**src/rtl/alu_pkg.sv**
```systemverilog
// Shared definitions for the sequential ALU.
//   alu_op_e    : 4-bit opcode map, unchanged from the combinational breadboard ALU
//   ERR_*       : encodings of the 2-bit error_o field
//   alu_state_e : control FSM states of seq_alu
//   is_div_op   : true for the opcodes served by the iterative divider
package alu_pkg;

  typedef enum logic [3:0] {
    OP_ADD   = 4'b0000,
    OP_SUB   = 4'b0001,
    OP_DIV   = 4'b0010,
    OP_MOD   = 4'b0011,
    OP_AND   = 4'b0100,
    OP_NAND  = 4'b0101,
    OP_OR    = 4'b0110,
    OP_NOR   = 4'b0111,
    OP_NOT   = 4'b1000,
    OP_NOOP  = 4'b1001,
    OP_XOR   = 4'b1010,
    OP_XNOR  = 4'b1011,
    OP_MUL   = 4'b1100,
    OP_RSV_D = 4'b1101,
    OP_RSV_E = 4'b1110,
    OP_RSV_F = 4'b1111
  } alu_op_e;

  localparam logic [1:0] ERR_NONE    = 2'b00;
  localparam logic [1:0] ERR_OVF     = 2'b01;
  localparam logic [1:0] ERR_DIV0    = 2'b10;
  localparam logic [1:0] ERR_ILLEGAL = 2'b11;

  typedef enum logic [1:0] {
    IDLE = 2'd0,
    EXEC = 2'd1,
    DONE = 2'd2
  } alu_state_e;

  function automatic logic is_div_op(input logic [3:0] op);
    return (op == OP_DIV) || (op == OP_MOD);
  endfunction

endpackage

```
**src/rtl/seq_divider.sv**
```systemverilog
// Unsigned restoring divider, one quotient bit per cycle.
//   clk, rst  : clock, synchronous active-high reset
//   start     : load dividend/divisor; the first quotient bit is produced on
//               the same edge, the remaining WIDTH-1 on the following edges
//   dividend  : WIDTH-bit dividend (sampled only with start)
//   divisor   : WIDTH-bit divisor, must be non-zero (sampled only with start)
//   busy      : iterations in progress
//   done      : one-cycle pulse, quotient/remainder valid from then on
//   quotient  : WIDTH-bit quotient
//   remainder : WIDTH-bit remainder
module seq_divider #(
  parameter int WIDTH = 32
) (
  input  logic             clk,
  input  logic             rst,
  input  logic             start,
  input  logic [WIDTH-1:0] dividend,
  input  logic [WIDTH-1:0] divisor,
  output logic             busy,
  output logic             done,
  output logic [WIDTH-1:0] quotient,
  output logic [WIDTH-1:0] remainder
);

  localparam int CW = $clog2(WIDTH) + 1;
  localparam logic [CW-1:0] LAST = CW'(WIDTH);

  logic             busy_q, busy_d;
  logic             done_q, done_d;
  logic [CW-1:0]    count_q, count_d;
  logic [WIDTH-1:0] rem_q, rem_d;
  logic [WIDTH-1:0] quo_q, quo_d;
  logic [WIDTH-1:0] dvs_q, dvs_d;

  logic [WIDTH-1:0] src_rem, src_quo, src_dvs;
  logic [WIDTH:0]   trial;
  logic [WIDTH-1:0] diff;
  logic             fits;
  logic [WIDTH-1:0] step_rem, step_quo;

  always_comb begin
    // On start the step works on the fresh operands so the first bit is not
    // lost to a separate load cycle.
    src_rem  = start ? '0 : rem_q;
    src_quo  = start ? dividend : quo_q;
    src_dvs  = start ? divisor : dvs_q;
    trial    = {src_rem, src_quo[WIDTH-1]};
    fits     = (trial >= {1'b0, src_dvs});
    // When fits is set the true difference is below the divisor, so the
    // low WIDTH bits of the modular subtraction are exact.
    diff     = trial[WIDTH-1:0] - src_dvs;
    step_rem = fits ? diff : trial[WIDTH-1:0];
    step_quo = {src_quo[WIDTH-2:0], fits};

    busy_d  = busy_q;
    done_d  = 1'b0;
    count_d = count_q;
    rem_d   = rem_q;
    quo_d   = quo_q;
    dvs_d   = dvs_q;

    if (start) begin
      busy_d  = 1'b1;
      count_d = CW'(1);
      rem_d   = step_rem;
      quo_d   = step_quo;
      dvs_d   = divisor;
    end else if (busy_q) begin
      rem_d   = step_rem;
      quo_d   = step_quo;
      count_d = count_q + CW'(1);
      if (count_q + CW'(1) == LAST) begin
        busy_d = 1'b0;
        done_d = 1'b1;
      end
    end
  end

  always_ff @(posedge clk) begin
    if (rst) begin
      busy_q  <= 1'b0;
      done_q  <= 1'b0;
      count_q <= '0;
      rem_q   <= '0;
      quo_q   <= '0;
      dvs_q   <= '0;
    end else begin
      busy_q  <= busy_d;
      done_q  <= done_d;
      count_q <= count_d;
      rem_q   <= rem_d;
      quo_q   <= quo_d;
      dvs_q   <= dvs_d;
    end
  end

  assign busy      = busy_q;
  assign done      = done_q;
  assign quotient  = quo_q;
  assign remainder = rem_q;

endmodule

```
**src/rtl/seq_alu.sv**
```systemverilog
// Clocked ALU with registered operands, valid/ready on both sides and an
// iterative divider for DIV/MOD.
//   clk, rst          : clock, synchronous active-high reset
//   in_valid/in_ready : operation handshake (a_i, b_i, opcode_i)
//   out_valid/out_ready : result handshake (result_o, error_o)
//   result_o          : 2*WIDTH-bit result
//   error_o           : [0] signed overflow, [1] divide by zero, 11 illegal
// Optional feature macro: ALU_MUL_EN enables opcode 1100 as a signed
// WIDTHxWIDTH multiply; without it 1100 is an illegal opcode.
//
// Handshake: a transfer happens on a rising edge where valid && ready are both
// high. in_ready is high only in IDLE; out_valid/result_o/error_o are held
// until the edge where out_ready is seen with out_valid, after which the block
// is back in IDLE and in_ready rises the cycle after.
module seq_alu
  import alu_pkg::*;
#(
  parameter int WIDTH = 32
) (
  input  logic               clk,
  input  logic               rst,
  input  logic               in_valid,
  output logic               in_ready,
  input  logic [WIDTH-1:0]   a_i,
  input  logic [WIDTH-1:0]   b_i,
  input  logic [3:0]         opcode_i,
  output logic               out_valid,
  input  logic               out_ready,
  output logic [2*WIDTH-1:0] result_o,
  output logic [1:0]         error_o
);

  alu_state_e         state_q, state_d;
  logic [WIDTH-1:0]   a_q, a_d;
  logic [WIDTH-1:0]   b_q, b_d;
  logic [3:0]         op_q, op_d;
  logic [2*WIDTH-1:0] result_q, result_d;
  logic [1:0]         error_q, error_d;
  logic               out_valid_q, out_valid_d;

  logic               accept;
  logic               div_start, div_busy, div_done;
  logic [WIDTH-1:0]   div_quo, div_rem;
  logic [WIDTH-1:0]   sum, dif;
  logic [2*WIDTH-1:0] calc_res;
  logic [1:0]         calc_err;
`ifdef ALU_MUL_EN
  logic [2*WIDTH-1:0] prod;
`endif

  assign accept    = in_valid && in_ready;
  // The divider is loaded straight from the inputs on the accept edge so that
  // EXEC spans exactly WIDTH cycles for DIV/MOD.
  assign div_start = accept && is_div_op(opcode_i) && (b_i != '0);

  seq_divider #(.WIDTH(WIDTH)) u_div (
    .clk       (clk),
    .rst       (rst),
    .start     (div_start),
    .dividend  (a_i),
    .divisor   (b_i),
    .busy      (div_busy),
    .done      (div_done),
    .quotient  (div_quo),
    .remainder (div_rem)
  );

  // Single-cycle operations, evaluated on the captured operands.
  always_comb begin
    sum      = a_q + b_q;
    dif      = a_q - b_q;
    calc_res = '0;
    calc_err = ERR_NONE;
`ifdef ALU_MUL_EN
    prod = $signed({{WIDTH{a_q[WIDTH-1]}}, a_q}) * $signed({{WIDTH{b_q[WIDTH-1]}}, b_q});
`endif
    case (op_q)
      OP_ADD: begin
        calc_res = {{WIDTH{sum[WIDTH-1]}}, sum};
        if ((a_q[WIDTH-1] == b_q[WIDTH-1]) && (sum[WIDTH-1] != a_q[WIDTH-1])) calc_err = ERR_OVF;
      end
      OP_SUB: begin
        calc_res = {{WIDTH{dif[WIDTH-1]}}, dif};
        if ((a_q[WIDTH-1] != b_q[WIDTH-1]) && (dif[WIDTH-1] != a_q[WIDTH-1])) calc_err = ERR_OVF;
      end
      // Reached only with a zero divisor; non-zero divisors go to the divider.
      OP_DIV, OP_MOD: calc_err = ERR_DIV0;
      OP_AND:  calc_res = {{WIDTH{1'b0}}, a_q & b_q};
      OP_NAND: calc_res = {{WIDTH{1'b0}}, ~(a_q & b_q)};
      OP_OR:   calc_res = {{WIDTH{1'b0}}, a_q | b_q};
      OP_NOR:  calc_res = {{WIDTH{1'b0}}, ~(a_q | b_q)};
      OP_NOT:  calc_res = {{WIDTH{1'b0}}, ~a_q};
      OP_NOOP: calc_res = {{WIDTH{1'b0}}, a_q};
      OP_XOR:  calc_res = {{WIDTH{1'b0}}, a_q ^ b_q};
      OP_XNOR: calc_res = {{WIDTH{1'b0}}, ~(a_q ^ b_q)};
`ifdef ALU_MUL_EN
      OP_MUL:  calc_res = prod;
`endif
      default: calc_err = ERR_ILLEGAL;
    endcase
  end

  always_comb begin
    state_d     = state_q;
    a_d         = a_q;
    b_d         = b_q;
    op_d        = op_q;
    result_d    = result_q;
    error_d     = error_q;
    out_valid_d = out_valid_q;
    case (state_q)
      IDLE: begin
        if (accept) begin
          a_d     = a_i;
          b_d     = b_i;
          op_d    = opcode_i;
          state_d = EXEC;
        end
      end
      EXEC: begin
        if (is_div_op(op_q) && (b_q != '0)) begin
          if (div_done) begin
            result_d    = {{WIDTH{1'b0}}, (op_q == OP_DIV) ? div_quo : div_rem};
            error_d     = ERR_NONE;
            out_valid_d = 1'b1;
            state_d     = DONE;
          end
        end else begin
          result_d    = calc_res;
          error_d     = calc_err;
          out_valid_d = 1'b1;
          state_d     = DONE;
        end
      end
      DONE: begin
        if (out_ready) begin
          out_valid_d = 1'b0;
          state_d     = IDLE;
        end
      end
      default: state_d = IDLE;
    endcase
  end

  always_ff @(posedge clk) begin
    if (rst) begin
      state_q     <= IDLE;
      a_q         <= '0;
      b_q         <= '0;
      op_q        <= '0;
      result_q    <= '0;
      error_q     <= ERR_NONE;
      out_valid_q <= 1'b0;
    end else begin
      state_q     <= state_d;
      a_q         <= a_d;
      b_q         <= b_d;
      op_q        <= op_d;
      result_q    <= result_d;
      error_q     <= error_d;
      out_valid_q <= out_valid_d;
    end
  end

  // The divider is idle whenever the FSM is in IDLE; the busy term only keeps
  // a stray start from overlapping an iteration.
  assign in_ready  = (state_q == IDLE) && !div_busy;
  assign out_valid = out_valid_q;
  assign result_o  = result_q;
  assign error_o   = error_q;

endmodule

```
**config.mk**
```make
export PLATFORM = sky130hd
export DESIGN_NAME = seq_alu
export DESIGN_NICKNAME = d
export VERILOG_FILES = /design/src/rtl/alu_pkg.sv /design/src/rtl/seq_divider.sv /design/src/rtl/seq_alu.sv
export SDC_FILE = /design/constraint.sdc
export NUM_CORES = 1
export LEC_CHECK = 0
export BUFFER_PORTS_ARGS = -buffer_cell sky130_fd_sc_hd__buf_4
export CORE_MARGIN = 10
export CORE_UTILIZATION = 25
export DETAILED_ROUTE_END_ITERATION = 8
export SLEW_MARGIN = 20
export SYNTH_ARGS = -nofsm -noshare
export SYNTH_HDL_FRONTEND = slang
export SYNTH_SLANG_ARGS = --single-unit
```
**constraint.sdc**
```tcl
create_clock -name clk -period 11.54 [get_ports clk]
set_clock_uncertainty 0.2 [all_clocks]
set_input_delay 2.308 -clock clk [delete_from_list [all_inputs] [get_ports clk]]
set_output_delay 2.308 -clock clk [all_outputs]
set_load 0.01 [all_outputs]
```
---- Word level (Yosys, flattened, before mapping) ----
Cells that the tools add are included.
word-level totals
  bits in registers ....................... 241
  input port bits ......................... 72
  output and inout bits ................... 68
operators by class
  add/sub/neg operators ................... 4
  $lt $le $gt $ge ......................... 1
  equal/unequal tests ..................... 24
  muxes and demuxes ....................... 32
  bitwise gates (word level) .............. 8
  reduce and logical (&&, ||, !) cells .... 24
operators with widths
  kind                                            count
  one-hot mux 64 bit (10 select lines)            1
  two-way mux 32 bit                              9
  two-way mux 64 bit                              2
  inverter 32 bit                                 4
  nonzero test 32 bit                             2
  subtractor 32 bit                               2
  greater-or-equal comparator 33 x 32 -> 1 bit    1
  adder 32 bit                                    1
  bitwise AND 32 bit                              1
  OR 32 bit                                       1
  XOR 32 bit                                      1
  == test 4 x 2 -> 1 bit (second input constant)  4
  == test 4 x 3 -> 1 bit (second input constant)  4
  == test 4 bit (second input constant)           4
  two-way mux 2 bit                               6
  two-way mux 1 bit                               11
  one-hot mux 2 bit (4 select lines)              1
  OR reduction 8 bit                              1
  logical AND 1 bit                               7
  adder 6 x 1 -> 6 bit (second input constant)    1
  == test 6 bit (second input constant)           1
  one-hot mux 2 bit (3 select lines)              1
  AND reduction 3 bit                             2
  == test 4 x 1 -> 1 bit (second input constant)  1
  17 further kinds                                24

---- Logic depth before layout (Yosys ltp) ----
Gate-level depths: netlist (run 1).
  word-level depth ........................ 10
  depth in mapped cells ................... 22

---- Hierarchy ----
Synthesis (run 1) repeated with hierarchy kept, for this count alone.
second synthesis, totals
  cell total of the unflattened synthesis .. 2350
  area, all modules ....................... 17559.3 sq um
modules (own cells, without submodules)
  module       times used  cells an instance  area an instance (sq um)  seq. area each (sq um)
  seq_alu      1           1581               11219.5                   2122.0
  seq_divider  1           769                6339.8                    2082.0

---- Least setup slack after synthesis (run 1) ----
Ideal clock, no wire load.
  path type ............................... input port to flip-flop
  start ................................... input port b_i[23]
  end ..................................... register u_div.rem_q[10], in the netlist u_div.remainder[10]
  data arrival time ....................... 6.337 ns
  data required time ...................... 11.208 ns
  setup slack ............................. 4.871 ns
  stages on the path ...................... 18
  path through ............................ nor4_1 > nand4_1 > o21ai_1 > clkbuf_1 > clkbuf_1 > mux2i_1 > ha_1 > a21oi_1 > a21boi_0 > a311oi_1 > nor3_1 > o41ai_2 > o21a_1 > buf_4 > buf_2 > nor2_1 > a211oi_1 > nor3_1
between the ends
  cells in the longest elaborated chain, start to end .. 7
RTL lines
  what                                                                                      line                                  text
  start: declaration                                                                        seq_alu.sv:25                         input logic [WIDTH-1:0] b_i,
  nonzero test 32 bit                                                                       seq_alu.sv:54                         assign div_start = accept && is_div_op(opcode_i) && (b_i != '0);
  logical AND 1 bit                                                                         seq_alu.sv:54
  two-way mux 32 bit (on tied branches)                                                     --
  subtractor 32 bit / greater-or-equal comparator 33 x 32 -> 1 bit (equally long branches)  seq_divider.sv:51, seq_divider.sv:48
  two-way mux 32 bit                                                                        seq_divider.sv:52                     step_rem = fits ? diff : trial[WIDTH-1:0];
  two-way mux 32 bit                                                                        seq_divider.sv:68                     end else if (busy_q) begin
  two-way mux 32 bit                                                                        seq_divider.sv:62                     if (start) begin
  end signal: assignment                                                                    seq_divider.sv:91                     rem_q <= rem_d;
  end: declaration                                                                          seq_divider.sv:31                     logic [WIDTH-1:0] rem_q, rem_d;
Parallel ways exist; a longest one is shown, timed or not. The select of a mux whose other input is x is not followed.
A chain may end at the register's enable or synchronous reset.

---- Final worst setup path (run 1) ----
  start ................................... input port b_i[23]
  end ..................................... register u_div.rem_q[30], in the netlist u_div.remainder[30]
Same word-level chain as after synthesis.

==> impl_metrics.toml, run 1 <==
[run_status]
outcome = "finished clean"

[clock_tree]
cts_num_sinks = 210
ctsHoldBuffers = 0
clkSlewWorstSetupHoldPaths_ns = 0.07
htree_levels = 1
clock_latency_ns = 0.56
cts_root_buffer = "clkbuf_16"
cts_tree = "yes"
post_cts_buffers = 0
cts_buffers = 24
clock_path_buffers = 3
cts.repair.resized = 0

[placed_design]
io_buffers = 139
dp_hpwl_mm = 46.30
gp_congestion = 0.9515

[critical_path]
required_ns = 11.76
start_kind = "primary input"
cpMostUsedCell = "buf_4"
crit_fanout = 64
setup.worst_path.end_class = "register"
crit_arrival_ns = 8.04
crit_family = "compound AO/OA/AOI/OAI gates"
crit_buf_inv = 2
cp_cell_sequence = "buf_4, nor4_1, nand4_1, o21ai_4, buf_4, mux2i_1, ha_1, a21oi_1, o21ai_0, a311oi_1, nor3_1, o41ai_2, o21a_2, or3_1, o22ai_1"
slowest_delay_ns = 0.92
critical_path_class = "primary input to register"
slowest_stage = "o21a_2"

[finish]
nets = 2450
n_antenna_cell = 0
drive_gt1_share_pct = 12.05
final_core_utilization_pct = 28.90
syn_to_final_growth_pct = 14.01

[die]
dieHeight_um = 279.1
die_w_um = 279.1
design.core.area_um2 = 66220
ioPinCount = 140
start_util_pct = 25.35
die_area_um2 = 77910
std_cell_rows = 94

[logic_synthesis]
synth_area_leader_cell = "dfxtp_1"
yosysMostFrequentCell = "nand2_1"
yosysTopAreaCellShare_pct = 25.04
synth_cells = 2231
syn-num-nets = 2442
synthTopCellsByArea = "dfxtp_1 25%, ha_1 10%, nand2_1 5.9%, a21oi_1 5.8%, mux2i_1 5.1%"
yosysWarningCount = 0
synthArstFlopShare_pct = 0
ys_seq_elements = 210
synth_cell_type_count = 88
syn_area_per_cell_um2 = 7.525
netlist_area_um2 = 16790
ys_seq_area_share_pct = 25.04
synthTopCellsByCount = "263 x nand2_1, 210 x dfxtp_1, 208 x nor2_1, 196 x a21oi_1, 136 x ha_1"
synth_ff_type = "dfxtp_1"
synth-edff-count = 0

[routing]
drtAntennaViolNets = 0
drt_iter0_drc = 1918
first_pass_iters = 6
drc = 0
avgViaCountPerCell = 5.336
wire_per_inst_um = 20.03
num_vias = 16654
drt_wl_total_mm = 62.51

[sta]
fmax_ghz = 0.1279
timing.slew.headroom_pct = 6.131
period_minus_slack_ns = 7.818
rsz0062_at_grt = "no"
finalMaxSlewViolations = 0
worstMarginPinSlew_ns = 1.373
finalSetupViolations = 0
period_share_pct = 67.75
fin_tns_setup_ns = 0
hold_violations = 0

[power_and_ir_drop]
p_per_area_nw_per_um2 = 207.7
leakage_nw = 7.487
peakVddDrop_uv = 177.3
power.total_mw = 3.976

[grt]
grt_pass1_wl_mm = 95.16
gr-total-overflow = 0
grt_pass1_vias = 15483
antenna_found_initial = 0
grt_max_degree = 88
grt_usage_pct = 15.25

[flow_run]
drv_cap = 0

[hold_path]
hold_class = "register to register"
## path summary, 6_finish.rpt
path                        startpoint                          endpoint  slack (ns)  cells past startpoint
max                            b_i[23]  u_div.remainder[30]$_SDFFE_PP0P_        3.72                     15
min          result_o[28]$_SDFFE_PP0P_         result_o[28]$_SDFFE_PP0P_        0.28                      2
max reg2reg    state_q[1]$_SDFFE_PP0P_  u_div.remainder[30]$_SDFFE_PP0P_        5.46                     17
min reg2reg  result_o[28]$_SDFFE_PP0P_         result_o[28]$_SDFFE_PP0P_        0.28                      2
## logic make-up after synthesis
| logic type | share of synthesized area [%] |
|---|---|
| AND/OR/NAND/NOR | 18.25 |
| buffers and inverters | 8.034 |
| adder cells (fa/ha/maj) | 10.49 |
| flip-flops | 25.04 |
| multiplexers | 5.262 |
| XOR/XNOR | 3.548 |
| AO/OA/AOI/OAI | 29.37 |
## metrics by stage
step / hold slack, ns / area [um^2] / setup slack [ns] / std cells
finish: 0.2807 / 19140 / 3.722 / 3121
global route: 0.3010 / 19140 / 3.328 / 3121
CTS: 0.2807 / 19140 / 3.762 / 3121
detailed placement: 0.2706 / 18330 / 3.177 / 3077
global placement: 0.2627 / 18330 / 3.237 / 3077
floorplan: 0.2396 / 16790 / 4.871 / 2231
## sequential cells by signal, summed over array words and instances, names as in the netlist
| signal | flops |
|---|---|
| u_div.dvs_q | 32 |
| b_q | 32 |
| u_div.done | 1 |
| a_q | 32 |
| state_q | 2 |
| op_q | 4 |
| u_div.remainder | 32 |
| u_div.busy | 1 |
| error_o | 2 |
| u_div.count_q | 6 |
| result_o | 33 |
| u_div.quotient | 32 |
| out_valid | 1 |
## worst register-to-register path, cell delays in order (launching register included)
cell and delay, ns:
dfxtp_1 0.31, inv_1 0.12, ha_1 0.18, nor2b_1 0.23, nand2_2 0.23, nor4b_1 0.53
o21ai_4 0.10, buf_4 0.35, mux2i_1 0.39, ha_1 0.34, a21oi_1 0.15, o21ai_0 0.13
a311oi_1 0.48, nor3_1 0.13, o41ai_2 0.65, o21a_2 0.92, or3_1 0.38, o22ai_1 0.13
## routing by layer
layer / vias up / track usage (%) / wire length, um
met5: - / 0 / 0
met4: 0 / 5.128 / 2006
met1: 7816 / 20.44 / 27440
li1: 8075 / - / -
met3: 94 / 2.386 / 4653
met2: 669 / 24.54 / 28400
## power by group
group	leakage [nW]	total, mW	internal (mW)	switching (mW)
Combinational	5.39	2.21	0.817	1.40
Clock	0.388	0.807	0.457	0.350
Sequential	1.71	0.954	0.832	0.123
Total	7.49	3.98	2.11	1.87
## cells in the final DEF, fill, tap and decap left out, types with 10 or more instances in the layout
cell type,n
xnor2_1,52
o21ai_0,109
a21oi_1,196
nand2_1,261
nor3_1,60
and3_1,14
o221a_2,25
a211oi_1,68
xor2_1,16
ha_1,134
dfxtp_1,207
nand4_1,17
inv_1,133
a211o_1,11
and2_1,36
a221oi_1,69
nand2b_1,10
nor2b_1,13
nor4_1,23
o22ai_1,25
o31ai_1,10
o21a_1,10
o221ai_1,16
clkbuf_16,25
nand3_1,19
o21bai_1,17
a21o_1,24
nor2_1,206
mux2i_1,86
a31oi_1,21
o211ai_1,17
buf_4,164
## area by class of cell
| type | count | area, um^2 |
|---|---|---|
| flip-flops and latches | 210 | 4208 |
| multi-input cells | 1699 | 11280 |
| well taps | 864 | 1081 |
| clock inverters | 14 | 145.1 |
| inverters | 139 | 521.8 |
| repair buffers | 165 | 1242 |
| clock buffers | 30 | 664.4 |
| fillers | 7243 | 47080 |
Power figures use the tool's default switching activity.
==> run 2: changes to the inputs <==
==> constraint.sdc (replaced) <==
create_clock -name clk -period 6.9 [get_ports clk]
set_clock_uncertainty 0.2 [all_clocks]
set_input_delay 1.38 -clock clk [delete_from_list [all_inputs] [get_ports clk]]
set_output_delay 1.38 -clock clk [all_outputs]
set_load 0.01 [all_outputs]
==> impl_metrics.toml, run 2 (synthesized netlist as in run 1, its figures left out) <==
[routing]
avgViaCountPerCell = 5.294
drtAntennaViolNets = 0
first_pass_iters = 5
met3_length_mm = 4.466
drt_wl_total_mm = 63.52
wl_met1_mm = 27.61
wire_per_inst_um = 20.20
drt_iter0_drc = 1480
num_vias = 16644
drc = 0
highest_layer = "met4"
wl_met2_mm = 29.04

[sta]
finalSetupViolations = 0
rsz0062_at_grt = "no"
hold_violations = 0
fmax_ghz = 0.1714
timing.slew.headroom_pct = 19.16
period_minus_slack_ns = 5.834
worst_slack_ns = 1.066
fin_tns_setup_ns = 0
period_share_pct = 84.55
worstMarginPinSlew_ns = 1.182
finalMaxSlewViolations = 0
holdWs_ns = 0.2743

[power_and_ir_drop]
peakVddDrop_uv = 279.0
sw_frac_of_total_pct = 46.15
internal-power_mw = 3.645
p_per_area_nw_per_um2 = 349.4
p_comb_share_pct = 56.9
power_frac_seq_pct = 23.7
p_clk_share_pct = 19.5
leakage_nw = 7.641
p_sw_mw = 3.125

[clock_tree]
cts_root_buffer = "clkbuf_16"
htree_levels = 1
clock_path_buffers = 3
ctsHoldBuffers = 0
cts_num_sinks = 210
clock_latency_ns = 0.55
cts_tree = "yes"
cts.repair.resized = 0
cts_buffers = 23
clkSlewWorstSetupHoldPaths_ns = 0.06
post_cts_buffers = 0

[finish]
final.fill_count = 7110
final_area_um2 = 19380
drive_gt1_share_pct = 12.98
layout_commonest_cell = "nand2_1"
n_antenna_cell = 0
fin_cells = 3144
multiInputGateArea_um2 = 11280
regArea_um2 = 4208
largest_register_ff_count = 33
syn_to_final_growth_pct = 15.42
nets = 2475
layout_common_cells = "262 x nand2_1, 207 x dfxtp_1, 206 x nor2_1, 196 x a21oi_1, 186 x buf_4"

[grt]
gr-total-overflow = 0
grt_pass1_wl_mm = 96.19
grt_usage_pct = 15.45
antenna_found_initial = 0
grt_max_degree = 87
grt_pass1_vias = 15891

[critical_path]
crit_arrival_ns = 6.02
crit_fanout = 34
critical_path_class = "primary input to register"
setup.worst_path.end_class = "register"
required_ns = 7.09
start_kind = "primary input"

[die]
die_area_um2 = 77910
die_w_um = 279.1
dieHeight_um = 279.1
start_util_pct = 25.35
ioPinCount = 140
std_cell_rows = 94
design.core.area_um2 = 66220

[placed_design]
gp_congestion = 0.9593
dp_hpwl_mm = 48.15
io_buffers = 139
post_dp_cell_area_um2 = 18580
dp_cells = 3103
dp_slack_ns = 0.2677

[hold_path]
hold_class = "register to register"

[run_status]
outcome = "finished clean"

[flow_run]
drv_cap = 0
[run 2: cell types whose count changed in the layout (fill, tap and decap cells not counted), sizes merged]
cell / change
clkinv: -3
inv: +1
clkinvlp: -3
buf: +26
clkbuf: +2
[run 2: area by class of cell]
| cell class | count | share of cell area, % |
|---|---|---|
| clock inverters | 9 | 0.6070 |
| multi-input cells | 1699 | 58.22 |
| repair buffers | 191 | 7.678 |
| clock buffers | 32 | 3.506 |
| inverters | 139 | 2.693 |
| flip-flops and latches | 210 | 21.72 |
| well taps | 864 | 5.579 |
[run 2: per-stage QoR]
step | total power [mW] | util [%]
final | 6.770 | 29.26
after global routing | 7.233 | 29.26
after detailed placement | 5.430 | 28.06
after global placement | 5.438 | 28.05
after floorplan | 4.240 | -
after CTS | 6.761 | 29.26
[run 2: critical path: stages]
cell	delay, ns
buf_4	0.13
nor4_1	0.63
nand4_1	0.26
buf_4	0.22
o21ai_4	0.21
buf_4	0.19
buf_12	0.14
mux2i_1	0.25
ha_1	0.33
a21oi_1	0.26
a21boi_0	0.12
a311oi_1	0.44
nor3_1	0.12
o41ai_2	0.32
buf_4	0.20
o21a_2	0.22
buf_12	0.20
nor2_1	0.07
a211oi_1	0.22
nor3_1	0.08
[run 2: path summary, 6_finish.rpt]
kind                                  start                              end  slack (ns)  cells after the start
setup / recovery                    b_i[22]  u_div.remainder[6]$_SDFFE_PP0P_        1.07                     20
hold / removal    result_o[28]$_SDFFE_PP0P_        result_o[28]$_SDFFE_PP0P_        0.27                      2
setup reg to reg    state_q[1]$_SDFFE_PP0P_  u_div.remainder[6]$_SDFFE_PP0P_        1.35                     21
hold reg to reg   result_o[28]$_SDFFE_PP0P_        result_o[28]$_SDFFE_PP0P_        0.27                      2
[run 2: layer usage]
metal	up-vias	GRT usage (%)
met1	7860	19.53
met2	567	25.36
li1	8103	-
met3	114	3.053
met4	0	6.313
met5	-	0
[run 2: power groups by stage]
stage | clock [mW] | combinational [mW] | sequential (mW)
detailed placement | 0 | 3.80 | 1.63
finish | 1.32 | 3.85 | 1.60
global route | 1.38 | 4.22 | 1.63
floorplan | 0 | 2.69 | 1.56
CTS | 1.34 | 3.82 | 1.60
global placement | 0 | 3.81 | 1.62
==> run 3: changes to the inputs <==
==> constraint.sdc (replaced) <==
create_clock -name clk -period 5.95 [get_ports clk]
set_clock_uncertainty 0.2 [all_clocks]
set_input_delay 1.19 -clock clk [delete_from_list [all_inputs] [get_ports clk]]
set_output_delay 1.19 -clock clk [all_outputs]
set_load 0.01 [all_outputs]
==> impl_metrics.toml, run 3 (synthesized netlist as in run 1, its figures left out) <==
[power_and_ir_drop]
peakVddDrop_uv = 296.4
leakage_nw = 7.715
power.total_mw = 7.998
p_per_area_nw_per_um2 = 409.9

[clock_tree]
cts_buffers = 24
htree_levels = 1
post_cts_buffers = 0
cts.repair.resized = 0
cts_root_buffer = "clkbuf_16"
clock_latency_ns = 0.55
ctsHoldBuffers = 0
cts_num_sinks = 210
clock_path_buffers = 3
cts_tree = "yes"
clkSlewWorstSetupHoldPaths_ns = 0.06

[routing]
first_pass_iters = 8
drc = 0
drt_iter0_drc = 1540
drtAntennaViolNets = 0
num_vias = 16712
avgViaCountPerCell = 5.285
drt_wl_total_mm = 63.13
wire_per_inst_um = 19.96

[finish]
final_area_um2 = 19510
n_antenna_cell = 0
layout_commonest_cell = "nand2_1"
largest_register_ff_count = 33
nets = 2492
final.fill_count = 7110
syn_to_final_growth_pct = 16.23
layout_common_cells = "262 x nand2_1, 207 x dfxtp_1, 206 x nor2_1, 202 x buf_4, 196 x a21oi_1"
fin_cells = 3162
drive_gt1_share_pct = 13.49

[placed_design]
dp_hpwl_mm = 47.94
io_buffers = 139
post_dp_cell_area_um2 = 18690
dp_cells = 3119
gp_congestion = 0.9490

[critical_path]
required_ns = 6.21
slowest_stage = "nor4b_1"
crit_arrival_ns = 5.75
critical_path_class = "register to register"
slowest_delay_ns = 0.75
r2r_slack_ns = 0.46
cp-endpoint = "u_div.remainder[22]$_SDFFE_PP0P_"
cp_cell_sequence = "inv_1, ha_1, nor2b_1, nand2_2, nor4b_1, o21ai_4, buf_12, buf_4, mux2i_1, ha_1, nor2b_1, o21bai_1, o2bb2ai_1, o22ai_1, o41ai_2, buf_4, o21a_2, buf_4, buf_12, and3_1, a21oi_1, o22ai_1"
r2r-start = "state_q[1]$_SDFFE_PP0P_"
r2r-end = "u_div.remainder[22]$_SDFFE_PP0P_"
crit_buf_inv = 6
setup.worst_path.end_class = "register"
crit_fanout = 20
r2r_cells = 22
start_kind = "register"
cpMostUsedCell = "buf_4"
crit_start = "state_q[1]$_SDFFE_PP0P_"
crit_family = "compound AO/OA/AOI/OAI gates"
path_depth = 22

[flow_run]
drv_cap = 0

[grt]
grt_pass1_wl_mm = 95.73
gr-total-overflow = 0
grt_usage_pct = 15.30
grt_pass1_vias = 15788
grt_max_degree = 76
antenna_found_initial = 0

[sta]
period_minus_slack_ns = 5.492
finalSetupViolations = 0
period_share_pct = 92.31
rsz0062_at_grt = "no"
timing.slew.headroom_pct = 32.62
worstMarginPinSlew_ns = 1.005
fmax_ghz = 0.1821
finalMaxSlewViolations = 0
hold_violations = 0

[die]
dieHeight_um = 279.1
design.core.area_um2 = 66220
die_w_um = 279.1
ioPinCount = 140
std_cell_rows = 94
die_area_um2 = 77910
start_util_pct = 25.35

[run_status]
outcome = "finished clean"

[hold_path]
hold_class = "register to register"
-- run 3: changes by cell type in the layout (fill, tap and decap cells not counted), sizes merged --
cell      change
buf          +16
bufinv        +1
clkinvlp      +1
-- run 3: worst register-to-register path: stages (launching register included) --
cell and delay (ns):
dfxtp_1 0.31, inv_1 0.12, ha_1 0.18, nor2b_1 0.22
nand2_2 0.16, nor4b_1 0.75, o21ai_4 0.13, buf_12 0.19
buf_4 0.21, mux2i_1 0.36, ha_1 0.32, nor2b_1 0.15
o21bai_1 0.12, o2bb2ai_1 0.29, o22ai_1 0.20, o41ai_2 0.40
buf_4 0.21, o21a_2 0.21, buf_4 0.15, buf_12 0.11
and3_1 0.15, a21oi_1 0.05, o22ai_1 0.20
-- run 3: cell type report --
cell class                 count  area (um^2)  share of cell area, %
sequential                   210         4208                  21.57
clock buffer                  32        671.9                  3.444
inverter                     139        521.8                  2.674
tap                          864         1081                  5.541
timing repair buffer         207         1608                  8.240
clock inverter                11        146.4                 0.7503
multi-input combinational   1699        11270                  57.79
-- run 3: power breakdown --
part,switching (mW),internal (mW)
sequential,0.247,1.61
clock,0.639,0.928
combinational,2.76,1.81
total,3.64,4.35
-- run 3: how the worst min path moves through the flow --
stage	from	to	slack, ns	depth (start not counted)
floorplan	u_div.remainder[0]$_SDFFE_PP0P_	u_div.remainder[0]$_SDFFE_PP0P_	0.24	2
global placement	out_valid$_SDFFE_PP0P_	out_valid$_SDFFE_PP0P_	0.27	2
detailed placement	result_o[11]$_SDFFE_PP0P_	result_o[11]$_SDFFE_PP0P_	0.28	2
CTS	b_q[19]$_SDFFE_PP0P_	b_q[19]$_SDFFE_PP0P_	0.30	2
global route	result_o[28]$_SDFFE_PP0P_	result_o[28]$_SDFFE_PP0P_	0.31	2
finish	result_o[28]$_SDFFE_PP0P_	result_o[28]$_SDFFE_PP0P_	0.29	2
-- run 3: metal layers --
metal | track usage, % | wire [um] | vias to the layer above
li1 | - | - | 8136
met1 | 20.16 | 28060 | 7973
met2 | 25.74 | 29590 | 540
met3 | 2.127 | 4045 | 63
met4 | 4.055 | 1436 | 0
met5 | 0 | 0 | -
-- run 3: through the flow --
step                      hold WS [ns]  setup slack [ns]  setup TNS [ns]  utilization [%]
after floorplan                 0.2396            0.3992               0                -
after global placement          0.2732          -0.01994        -0.08822            28.23
after detailed placement        0.2828          -0.01915        -0.04628            28.23
after CTS                       0.2952            0.4799               0            29.47
after global routing            0.3054            0.1833               0            29.47
final                           0.2850            0.4575               0            29.47
